`src/rtl/vigenere_key_scheduler.sv`:
```
// vigenere_key_scheduler: stores a key of up to KEY_MAX_LEN characters and pairs every
// accepted message character with the cyclically repeating key character for the
// downstream Vigenere encryptor. Valid/ready handshakes on key-load, message and pair sides.
// Optional feature: define VIG_RANGE_CHECK_EN to flag accepted bytes outside '*'..'Z'
// on the sticky range_err output; otherwise range_err is tied low.
module vigenere_key_scheduler #(
   parameter int KEY_MAX_LEN = 16,
   localparam int IDX_W = (KEY_MAX_LEN > 1) ? $clog2(KEY_MAX_LEN) : 1
) (
   input  logic             clk,
   input  logic             rst_n,
   input  logic             key_in_valid,
   input  logic [7:0]       key_in_char,
   input  logic             key_in_last,
   output logic             key_in_ready,
   input  logic             key_clear,
   input  logic             msg_restart,
   input  logic             msg_in_valid,
   input  logic [7:0]       msg_in_char,
   output logic             msg_in_ready,
   output logic             out_valid,
   output logic [7:0]       out_msg_char,
   output logic [7:0]       out_key_char,
   input  logic             out_ready,
   output logic [IDX_W:0]   key_len,
   output logic             range_err
);

   typedef enum logic {
      LOAD = 1'b0,
      RUN  = 1'b1
   } state_t;

   localparam logic [IDX_W:0] C_MAX_LEN = (IDX_W+1)'(KEY_MAX_LEN);

   state_t           r_state;
   logic [IDX_W:0]   r_key_len;
   logic [IDX_W-1:0] r_idx;
   logic [7:0]       r_key_mem [KEY_MAX_LEN];
   logic             r_out_valid;
   logic [7:0]       r_out_msg;
   logic [7:0]       r_out_key;

   logic             w_key_acc;
   logic             w_msg_acc;
   logic             w_key_wr;
   logic [IDX_W:0]   w_len_p1;
   logic [IDX_W:0]   w_len_m1;
   logic [IDX_W-1:0] w_idx_use;
   logic [IDX_W-1:0] w_idx_next;

   assign key_in_ready = (r_state == LOAD);
   assign msg_in_ready = (r_state == RUN) && (!r_out_valid || out_ready);

   assign w_key_acc = key_in_valid && key_in_ready;
   assign w_msg_acc = msg_in_valid && msg_in_ready;
   // key_clear wins over a key byte offered in the same cycle
   assign w_key_wr  = w_key_acc && !key_clear;
   assign w_len_p1  = r_key_len + (IDX_W+1)'(1);
   assign w_len_m1  = r_key_len - (IDX_W+1)'(1);

   // Index used by this cycle's message (restart forces 0) and its wrapped successor
   always_comb begin
      w_idx_use  = (msg_restart && (r_state == RUN)) ? '0 : r_idx;
      w_idx_next = ({1'b0, w_idx_use} == w_len_m1) ? '0 : (w_idx_use + IDX_W'(1));
   end

   // Key storage: not reset, only key_len decides which entries are meaningful
   always_ff @(posedge clk) begin
      if (w_key_wr) begin
         r_key_mem[r_key_len[IDX_W-1:0]] <= key_in_char;
      end
   end

   // Control FSM plus registered pair output; key_clear keeps a pending pair until consumed
   always_ff @(posedge clk or negedge rst_n) begin
      if (!rst_n) begin
         r_state     <= LOAD;
         r_key_len   <= '0;
         r_idx       <= '0;
         r_out_valid <= 1'b0;
         r_out_msg   <= '0;
         r_out_key   <= '0;
      end else begin
         if (w_msg_acc) begin
            r_out_msg   <= msg_in_char;
            r_out_key   <= r_key_mem[w_idx_use];
            r_out_valid <= 1'b1;
            r_idx       <= w_idx_next;
         end else begin
            if (out_ready) begin
               r_out_valid <= 1'b0;
            end
            if (msg_restart && (r_state == RUN)) begin
               r_idx <= '0;
            end
         end

         if (key_clear) begin
            r_state   <= LOAD;
            r_key_len <= '0;
            r_idx     <= '0;
         end else if (w_key_acc) begin
            r_key_len <= w_len_p1;
            // filling the buffer acts as an implicit last byte
            if (key_in_last || (w_len_p1 == C_MAX_LEN)) begin
               r_state <= RUN;
            end
         end
      end
   end

`ifdef VIG_RANGE_CHECK_EN
   logic r_range_err;
   logic w_bad_key;
   logic w_bad_msg;

   assign w_bad_key = w_key_wr && ((key_in_char < 8'h2A) || (key_in_char > 8'h5A));
   assign w_bad_msg = w_msg_acc && ((msg_in_char < 8'h2A) || (msg_in_char > 8'h5A));

   // Sticky out-of-range flag, cleared only by key_clear or reset
   always_ff @(posedge clk or negedge rst_n) begin
      if (!rst_n) begin
         r_range_err <= 1'b0;
      end else if (key_clear) begin
         r_range_err <= 1'b0;
      end else if (w_bad_key || w_bad_msg) begin
         r_range_err <= 1'b1;
      end
   end

   assign range_err = r_range_err;
`else
   assign range_err = 1'b0;
`endif

   assign out_valid    = r_out_valid;
   assign out_msg_char = r_out_msg;
   assign out_key_char = r_out_key;
   assign key_len      = r_key_len;

endmodule
```
`config.mk`:
```
export PLATFORM = sky130hd
export DESIGN_NAME = vigenere_key_scheduler
export DESIGN_NICKNAME = d
export VERILOG_FILES = /design/src/rtl/vigenere_key_scheduler.sv
export SDC_FILE = /design/constraint.sdc
export NUM_CORES = 1
export LEC_CHECK = 0
export ABC_AREA = 1
export CORE_UTILIZATION = 50
export DETAILED_ROUTE_END_ITERATION = 10
export GPL_ROUTABILITY_DRIVEN = 0
export GPL_TIMING_DRIVEN = 0
export PLACE_DENSITY = 0.79
export SLEW_MARGIN = 20
export SYNTH_ARGS = -nofsm -noshare
export SYNTH_HDL_FRONTEND = slang
export SYNTH_SLANG_ARGS = --single-unit
```
`constraint.sdc`:
```
create_clock -name clk -period 1.9 [get_ports clk]
set_clock_uncertainty 0.15 [all_clocks]
set_input_delay 0.285 -clock clk [delete_from_list [all_inputs] [get_ports clk]]
set_output_delay 0.285 -clock clk [all_outputs]
set_load 0.01 [all_outputs]
```
==> results.sh, run 1 <==
export IMPL_drt_iter0_markers=932
export IMPL_path_max_fanout=10
export IMPL_netSwitchingPower_mw=1.95
export IMPL_p_int_mw=6.16
export IMPL_relSlewSlack_pct=43.4
export IMPL_power_density_nw_per_um2=920
export IMPL_synth_cell_types=26
export IMPL_synthMuxAreaShare_pct=0
export IMPL_fmax_ghz=0.526
export IMPL_grt_first_pass_wirelength_mm=30.4
export IMPL_synth_edf_count=128
export IMPL_diodes=0
export IMPL_cts_root_buf="clkbuf_16"
export IMPL_switching_share_pct=24.0
export IMPL_end_kind="flip-flop"
export IMPL_utilization_pct=65.6
export IMPL_htree_levels=4
export IMPL_whs_ns=0.248
export IMPL_clkSinkCount=155
export IMPL_hpwl_mm=12.4
export IMPL_post_route_min_period_ns=1.90
export IMPL_p_leak_nw=3.58
export IMPL_power_mw=8.11
export IMPL_tritoncts="done"
export IMPL_synth_top_family_by_area="simple AND/OR/NAND/NOR gates"
export IMPL_vias=5718
export IMPL_regArea_sq_um=4520
export IMPL_cp_arrival_ns=2.07
export IMPL_gr_total_overflow=0
export IMPL_insertion_delay_ns=0.43
export IMPL_synth_area_leader_cell="edfxtp_1"
export IMPL_final_antenna_net_count=0
export IMPL_die_area_sq_um=14500
export IMPL_yosys_warnings=0
export IMPL_min_period_over_period_pct=100
export IMPL_ys_ff_latch=155
export IMPL_timing_final_ws_setup_ns=-0.00204
export IMPL_clockPowerShare_pct=39.1
export IMPL_synth_top_area_share_pct=54.9
export IMPL_peakVddDrop_mv=0.766
export IMPL_firstDrtPassIters=6
export IMPL_synth_ff_type="edfxtp_1"
export IMPL_core_area_sq_um=13500
export IMPL_routedWlPerCell_microns=20.9
export IMPL_required_ns=2.06
export IMPL_area_delta_synth_final_pct=25.9
export IMPL_yosysSeqAreaShare_pct=64.5
export IMPL_fin_area_sq_um=8820
export IMPL_outcome="complete, but fails checks"
export IMPL_first_global_vias=5553
export IMPL_violations="negative setup slack"
export IMPL_wirelength_mm=20.2
export IMPL_tightest_slew_ns=0.846
export IMPL_hold_viol=0
export IMPL_cts_buffer_depth=2
export IMPL_nFillCells=950
export IMPL_drive_gt1_share_pct=16.0
export IMPL_drc=0
export IMPL_cts_buffers=17
export IMPL_dp_cells=914
export IMPL_tns_ns=-0.00204
export IMPL_grt_max_degree=28
export IMPL_hp_class="in -> reg"
export IMPL_ios=49
export IMPL_post_place_ws_ns=-0.857
export IMPL_power_frac_seq_pct=48.0
export IMPL_placementRows=42
export IMPL_finalSetupViolCount=1
export IMPL_start_kind="flip-flop"
export IMPL_synth_compound_area_share_pct=0.964
export IMPL_postSynthAreaPerCell_sq_um=10.2
export IMPL_stdcell_count=965
export IMPL_slew_viol_final=0
export IMPL_die_x_microns=120
export IMPL_synth_cell_area_sq_um=7010
export IMPL_yosys_area_share_xor_xnor_pct=0.750
export IMPL_max_cap_violations=0
export IMPL_die_y_microns=120
export IMPL_place_area_sq_um=7720
export IMPL_syn_nets=719
export IMPL_rsz0062_at_grt="true"
export IMPL_multi_input_area_sq_um=2200
export IMPL_ys_top_cells_by_area="edfxtp_1 (55%), dfrtp_1 (9.6%), nand3_1 (8.1%)"
export IMPL_grt_total_usage_pct=29.0
export IMPL_synth_adder_area_share_pct=0.893
export IMPL_layout_nets=807
export IMPL_start_util_pct=52.1
export IMPL_async_flop_share_pct=17.4
export IMPL_antenna_found_initial=0
export IMPL_viasPerCell=5.93
export IMPL_clk_pin_slew_worst_paths_ns=0.06
export IMPL_critPathKind="reg -> reg"
export IMPL_portBuffers=47
export IMPL_synth_simple_area_share_pct=26.0
export IMPL_combPwrFrac_pct=12.9
export IMPL_synthCells=690
layout by cell type, fill, tap and decap left out, types with 2 or more instances in the layout:
cell type and instances:
dfrtp_2 4, inv_1 69, nor3_4 3, nand2_4 3, nand3_2 5, ha_1 4
dlygate4sd2_1 2, clkdlybuf4s50_1 44, o22ai_1 2, clkinvlp_4 2, edfxtp_1 128, dfrtp_1 23
clkbuf_16 17, buf_12 10, clkbuf_2 2, nand3_1 108, clkbuf_1 5, o21ai_0 6
clkbuf_4 4, nand2_1 142, inv_2 3, buf_2 12, buf_6 10, buf_4 19
nor2_1 75, clkinv_2 4, nand3b_1 40, nor2_4 15, xor2_1 5, nand2_2 6
bufinv_16 2
flip-flops by register name, summed over array words and instances, names as in the netlist:
name          cells
out_msg_char      8
r_key_mem       128
r_idx             4
out_valid         1
r_state           1
key_len           5
out_key_char      8
worst paths after layout:
path | start | endpoint | slack [ns] | depth (start not counted)
worst max-delay path | r_idx[0] | out_key_char[1] | -0.002 | 10
worst min-delay path | msg_in_char[0] | out_msg_char[0] | 0.25 | 3
worst max register to register | r_idx[0] | out_key_char[1] | -0.002 | 10
worst min register to register | out_key_char[6] | out_key_char[6] | 0.34 | 2
max in group asynchronous | rst_n | key_len[1] | 0.87 | 2
min in group asynchronous | rst_n | out_msg_char[0] | 0.28 | 2
cells by family (layout without fill, tap and decap cells):
kind of cell,Yosys count,in the layout
buffers and inverters,111,210
adders and majority gates,5,5
xor gates and xnor gates,6,6
other,1,1
and+or+nand+nor,400,400
DFF,155,155
AOI/OAI and AO/OA,12,12
metal layers:
layer	vias up	share of wire [%]	GRT usage (%)
li1	2466	-	-
met2	403	48	46.5
met5	-	0	0
met1	2744	35	36.3
met4	0	5.5	15.5
met3	105	11	7.50
power groups by stage:
stage	registers (mW)	clock network (mW)	logic, mW
6_report	3.89	3.17	1.05
4_1_cts	3.89	3.16	0.972
2_1_floorplan	4.00	0	0.381
5_1_grt	3.91	3.32	1.11
3_3_place_gp	3.95	0	0.899
3_5_place_dp	3.96	0	0.926
critical path: stages, from the launching register on:
cell	delay, ns
dfrtp_1	0.35
buf_2	0.17
nand2_2	0.21
buf_4	0.23
nand2_1	0.08
nand3_1	0.10
nand3_1	0.17
nand3_1	0.11
nand2_1	0.08
nand2_1	0.08
nand2_1	0.05
synthesized netlist by cell type (2+ instances only):
cell        n
clkbuf_1    3
inv_1      71
buf_4       8
nor3_1      4
dfrtp_1    27
ha_1        5
inv_2       3
o21ai_0     6
nand2_1   147
nand2_2     4
nor2_2      2
nand3b_1   40
nand3_1   113
edfxtp_1  128
nor2_1     88
buf_2      26
o22ai_1     2
xor2_1      5
area by class of cell:
type / instances / share of cell area, %
multi-input cells: 424 / 25.0
inverters: 74 / 3.25
clock buffers: 21 / 4.99
repair buffers: 69 / 8.70
clock inverters: 9 / 1.14
well taps: 176 / 2.50
flip-flops and latches: 155 / 51.3
plain buffers: 37 / 3.12
what timing repair did:
action	in CTS	in global routing
hold buffers	1	0
setup endpoints to repair	139	142
endpoints found under the hold margin	27	0
gates cloned	0	0
gates resized for setup	44	43
pin swaps	11	6
setup buffers	15	5
Power figures use the tool's default switching activity.
==> inputs of run 2 (changes only) <==
--- a/config.mk
+++ b/config.mk
@@ -8,10 +8,12 @@
 export ABC_AREA = 1
 export CORE_UTILIZATION = 50
 export DETAILED_ROUTE_END_ITERATION = 10
+export DONT_BUFFER_PORTS = 1
 export GPL_ROUTABILITY_DRIVEN = 0
 export GPL_TIMING_DRIVEN = 0
-export PLACE_DENSITY = 0.79
+export PLACE_DENSITY = 0.75
 export SLEW_MARGIN = 20
 export SYNTH_ARGS = -nofsm -noshare
 export SYNTH_HDL_FRONTEND = slang
 export SYNTH_SLANG_ARGS = --single-unit
+export TNS_END_PERCENT = 20
==> run 2 against run 1 <==
Compared with the run above:
- the flow still finishes with violations (negative setup slack)
- final cell count decreased by 2.8%
- register-to-register slack got worse by 0.07 ns
- first-iteration DRC count decreased by 24%
- worst hold slack got worse by 0.14 ns
- combinational power decreased by 28%
- via count decreased by 2.4%
- final area decreased by 1.5%
- non-clock buffer count decreased by 29
- global-route usage about the same
- critical path depth decreased by 3
- utilization decreased by 1.0 points
==> results.sh, run 2 (synthesized netlist as in run 1, its figures left out) <==
export IMPL_required_ns=1.89
export IMPL_tightest_slew_ns=0.926
export IMPL_outcome="complete, but fails checks"
export IMPL_power_mw=8.60
export IMPL_antenna_found_initial=1
export IMPL_cts_root_buf="clkbuf_16"
export IMPL_routedWlPerCell_microns=21.8
export IMPL_tns_ns=-1.72
export IMPL_slowest_delay_ns=0.43
export IMPL_post_route_min_period_ns=1.98
export IMPL_crit_family="buffers and inverters"
export IMPL_insertion_delay_ns=0.43
export IMPL_clk_pin_slew_worst_paths_ns=0.06
export IMPL_firstDrtPassIters=7
export IMPL_fin_area_sq_um=8680
export IMPL_placementRows=42
export IMPL_die_area_sq_um=14500
export IMPL_nFillCells=947
export IMPL_finalSetupViolCount=67
export IMPL_path_cells="inv_2, nand2_4, nor2_4, clkinvlp_4, buf_8, nor3_4, buf_6"
export IMPL_ios=49
export IMPL_clkSinkCount=155
export IMPL_final_antenna_net_count=0
export IMPL_max_cap_violations=0
export IMPL_end_kind="flip-flop"
export IMPL_vias=5579
export IMPL_place_area_sq_um=7240
export IMPL_drive_gt1_share_pct=17.6
export IMPL_gr_total_overflow=0
export IMPL_grt_max_degree=28
export IMPL_wirelength_mm=20.4
export IMPL_viasPerCell=5.95
export IMPL_portBuffers=0
export IMPL_hold_viol=0
export IMPL_grt_total_usage_pct=29.0
export IMPL_start_util_pct=52.1
export IMPL_diodes=0
export IMPL_cts_buffers=17
export IMPL_violations="negative setup slack"
export IMPL_drt_iter0_markers=711
export IMPL_die_y_microns=120
export IMPL_hpwl_mm=11.7
export IMPL_cts_buffer_depth=2
export IMPL_drc=0
export IMPL_rsz0062_at_grt="true"
export IMPL_relSlewSlack_pct=38.1
export IMPL_tritoncts="done"
export IMPL_cp_slowest_cell="dfrtp_1"
export IMPL_worst_path_buf_inv=4
export IMPL_final_common_cell="nand2_1"
export IMPL_power_density_nw_per_um2=990
export IMPL_hp_class="in -> reg"
export IMPL_timing_final_ws_setup_ns=-0.0760
export IMPL_largest_reg_flops=128
export IMPL_min_period_over_period_pct=104
export IMPL_peakVddDrop_mv=0.794
export IMPL_die_x_microns=120
export IMPL_p_leak_nw=3.52
export IMPL_htree_levels=4
export IMPL_final_cell_mix="nand2_1 (141), edfxtp_1 (128), nand3_1 (105), nor2_1 (75), inv_1 (67)"
export IMPL_first_global_vias=5572
export IMPL_fmax_ghz=0.506
export IMPL_core_area_sq_um=13500
export IMPL_layout_nets=778
export IMPL_cp_arrival_ns=1.96
export IMPL_critPathKind="reg -> reg"
export IMPL_grt_first_pass_wirelength_mm=30.3
export IMPL_start_kind="flip-flop"
export IMPL_slew_viol_final=0
export IMPL_area_delta_synth_final_pct=23.9
export IMPL_path_max_fanout=6
run 2: cell count changes in the layout (fill, tap and decap cells not counted), sizes merged:
cell and change:
dlygate4sd2 -2, dlygate4sd3 +19, clkdlybuf4s50 -44, buf -2, clkbuf -1, clkinv -3, bufinv +4, clkinvlp +2
run 2: stage by stage:
stage               cells  hold slack (ns)  setup slack [ns]  util [%]
floorplan             690           -0.161            -0.240         -
global placement      866           -0.160            -0.819      53.7
detailed placement    866           -0.160            -0.603      53.8
CTS                   934           0.0192           -0.0296      63.3
global route          938            0.117            -0.107      64.5
finish                938            0.112           -0.0760      64.5
run 2: repair_timing:
action / CTS / global route
endpoints found under the setup margin: 140 / 110
resized for setup: 49 / 47
pin swaps: 9 / 6
hold buffers: 21 / 0
buffers inserted: 15 / 4
endpoints found under the hold margin: 169 / 0
run 2: power breakdown:
group,internal (mW),switching [mW],leakage (nW)
clock network,2.53,1.34,0.322
registers,3.81,0.163,1.50
logic,0.258,0.494,1.70
total,6.60,2.00,3.52
run 2: layer usage:
layer / GRT usage [%] / up-vias / part of all wire, %
met2: 48.9 / 379 / 50
li1: - / 2406 / -
met4: 12.0 / 0 / 3.7
met5: 0 / - / 0
met3: 8.63 / 83 / 11
met1: 34.8 / 2711 / 35
run 2: final timing paths:
check | start | endpoint | slack [ns] | cells after the start
min in group asynchronous | rst_n | r_idx[1] | 0.18 | 2
hold reg to reg | out_msg_char[7] | out_msg_char[7] | 0.41 | 2
setup reg to reg | r_state | r_key_mem[11][0] | -0.08 | 7
max in group asynchronous | rst_n | key_len[0] | 1.24 | 2
setup / recovery | r_state | r_key_mem[11][0] | -0.08 | 7
hold / removal | msg_in_valid | out_key_char[7] | 0.11 | 4
run 2: worst min-delay path, stage by stage:
cell	delay, ns
nand2_1	0.05
buf_2	0.19
nand2_1	0.08
nand2_1	0.05
run 2: layout make-up:
type	instances	area [sq um]	area share, %
plain buffers	37	273	3.14
repair buffers	40	462	5.32
flip-flops and latches	155	4520	52.1
inverters	74	289	3.33
clock buffers	20	457	5.26
well taps	176	220	2.54
clock inverters	12	218	2.51
multi-input cells	424	2240	25.8
==> inputs of run 3 (changes only) <==
--- a/config.mk
+++ b/config.mk
@@ -11,6 +11,7 @@
 export DONT_BUFFER_PORTS = 1
 export GPL_ROUTABILITY_DRIVEN = 0
 export GPL_TIMING_DRIVEN = 0
+export HOLD_SLACK_MARGIN = 0.06
 export PLACE_DENSITY = 0.75
 export SLEW_MARGIN = 20
 export SYNTH_ARGS = -nofsm -noshare
==> run 3 against run 2 <==
Compared with the run above:
- the run still ends with negative setup slack left
- utilization up 0.084 points
- sequential share of layout area down 0.067 points
- clock power about the same
- die area unchanged
- setup slack better by 0.015 ns
- final cell count up 0.11%
- global-route usage up 0.26 points
- maximum frequency up 0.78%
- via count up 0.36%
- wire length up 1.6%
==> results.sh, run 3 (synthesized netlist as in run 1, its figures left out) <==
export IMPL_outcome="complete, but fails checks"
export IMPL_violations="negative setup slack"
export IMPL_required_ns=1.90
export IMPL_utilization_pct=64.6
export IMPL_portBuffers=0
export IMPL_post_route_min_period_ns=1.96
export IMPL_min_from="key_clear"
export IMPL_power_density_nw_per_um2=991
export IMPL_timing_final_ws_setup_ns=-0.0607
export IMPL_layout_nets=779
export IMPL_routed_top_layer="met4"
export IMPL_die_y_microns=120
export IMPL_wl_met1_mm=6.98
export IMPL_first_global_vias=5613
export IMPL_hp_class="in -> reg"
export IMPL_hold_viol=0
export IMPL_cts_buffer_depth=2
export IMPL_clkSinkCount=155
export IMPL_htree_levels=4
export IMPL_placementRows=42
export IMPL_r2r_start="r_state"
export IMPL_viasPerCell=5.96
export IMPL_slowest_delay_ns=0.43
export IMPL_r2r_cells=7
export IMPL_firstDrtPassIters=6
export IMPL_wl_met3_mm=2.62
export IMPL_relSlewSlack_pct=36.5
export IMPL_drive_gt1_share_pct=17.8
export IMPL_final_common_cell="nand2_1"
export IMPL_cp_arrival_ns=1.96
export IMPL_path_max_fanout=8
export IMPL_finalSetupViolCount=46
export IMPL_cp_slowest_cell="dfrtp_1"
export IMPL_dr_wl_met2_mm=10.1
export IMPL_min_to="key_len[1]"
export IMPL_vias=5599
export IMPL_min_path_cells=4
export IMPL_area_delta_synth_final_pct=24.1
export IMPL_clk_pin_slew_worst_paths_ns=0.06
export IMPL_largest_reg_flops=128
export IMPL_ios=49
export IMPL_end_kind="flip-flop"
export IMPL_final_antenna_net_count=0
export IMPL_core_area_sq_um=13500
export IMPL_routedWlPerCell_microns=22.1
export IMPL_peakVddDrop_mv=0.784
export IMPL_cts_root_buf="clkbuf_16"
export IMPL_crit_family="buffers and inverters"
export IMPL_worst_path_buf_inv=4
export IMPL_drt_iter0_markers=848
export IMPL_fmax_ghz=0.510
export IMPL_wirelength_mm=20.7
export IMPL_grt_total_usage_pct=29.3
export IMPL_max_cap_violations=0
export IMPL_start_kind="flip-flop"
export IMPL_cts_buffers=17
export IMPL_min_period_over_period_pct=103
export IMPL_insertion_delay_ns=0.44
export IMPL_grt_first_pass_wirelength_mm=30.6
export IMPL_die_x_microns=120
export IMPL_tightest_slew_ns=0.949
export IMPL_rsz0062_at_grt="true"
export IMPL_diodes=0
export IMPL_tritoncts="done"
export IMPL_nFillCells=950
export IMPL_ff2ff_setup_slack_ns=-0.06
export IMPL_drc=0
export IMPL_critPathKind="reg -> reg"
export IMPL_antenna_found_initial=1
export IMPL_slew_viol_final=0
export IMPL_path_cells="inv_2, nand2_4, nor2_4, clkinvlp_4, buf_6, nor3_4, buf_12"
export IMPL_die_area_sq_um=14500
export IMPL_timing_rr_end="r_key_mem[7][1]"
export IMPL_grt_max_degree=28
export IMPL_start_util_pct=52.1
export IMPL_p_leak_nw=3.52
export IMPL_hpwl_mm=11.7
export IMPL_gr_total_overflow=0
export IMPL_tns_ns=-0.888
export IMPL_final_cell_mix="nand2_1 (141), edfxtp_1 (128), nand3_1 (105), nor2_1 (74), inv_1 (66)"
==> run 3: cell count changes in the layout (fill, tap and decap cells not counted), sizes merged <==
cell	previous run	this run
dlygate4sd3	20	21
==> run 3: metrics by stage <==
step / power (mW) / std cells / worst slack (ns) / cell area [sq um] / hold WS (ns)
floorplan: 4.38 / 690 / -0.240 / 7010 / -0.161
global placement: 4.52 / 866 / -0.819 / 7230 / -0.160
detailed placement: 4.54 / 866 / -0.603 / 7240 / -0.160
CTS: 8.50 / 935 / -0.0296 / 8520 / 0.0794
global route: 8.81 / 939 / -0.0969 / 8690 / 0.103
finish: 8.62 / 939 / -0.0607 / 8690 / 0.101
==> run 3: worst max path at each step <==
stage | from | end | cells past startpoint
3_3_place_gp | r_state | r_key_mem[7][2] | 5
2_1_floorplan | r_state | r_key_mem[11][0] | 5
3_5_place_dp | r_state | r_key_mem[0][4] | 5
5_1_grt | key_len[0] | r_idx[2] | 8
6_report | r_state | r_key_mem[7][1] | 7
4_1_cts | r_state | out_key_char[6] | 10
==> run 3: timing repair <==
| item | 4_1_cts | 5_1_grt |
|---|---|---|
| setup buffers | 15 | 4 |
| endpoints found under the hold margin | 174 | 0 |
| setup endpoints to repair | 140 | 110 |
| hold buffers | 22 | 0 |
| gates resized for setup | 49 | 51 |
| pin swaps | 9 | 8 |
==> run 3: worst reg2reg max path: cells and delay by family (launching register included) <==
family / cells / cell delay [ns]
flip-flops: 1 / 0.43
AND/OR/NAND/NOR: 3 / 0.48
buffers and inverters: 4 / 0.60
==> run 3: layout make-up <==
| class | instances | area (sq um) | share of cell area [%] |
|---|---|---|---|
| sequential | 155 | 4520 | 52.0 |
| multi-input combinational | 424 | 2240 | 25.8 |
| timing repair buffer | 41 | 468 | 5.38 |
| clock buffer | 20 | 457 | 5.25 |
| inverter | 74 | 287 | 3.30 |
| buffer | 37 | 278 | 3.20 |
| tap | 176 | 220 | 2.53 |
| clock inverter | 12 | 218 | 2.50 |
==> run 3: per-layer routing <==
| metal | vias to the layer above | track usage [%] |
|---|---|---|
| met5 | - | 0 |
| met4 | 0 | 13.9 |
| met2 | 432 | 48.3 |
| li1 | 2415 | - |
| met1 | 2644 | 35.4 |
| met3 | 108 | 8.49 |
==> run 3: report_power, final <==
part           switching [mW]  internal, mW  total, mW  leakage, nW
clock                    1.35          2.52       3.87        0.322
sequential              0.168          3.81       3.98         1.50
combinational           0.501         0.260      0.761         1.70
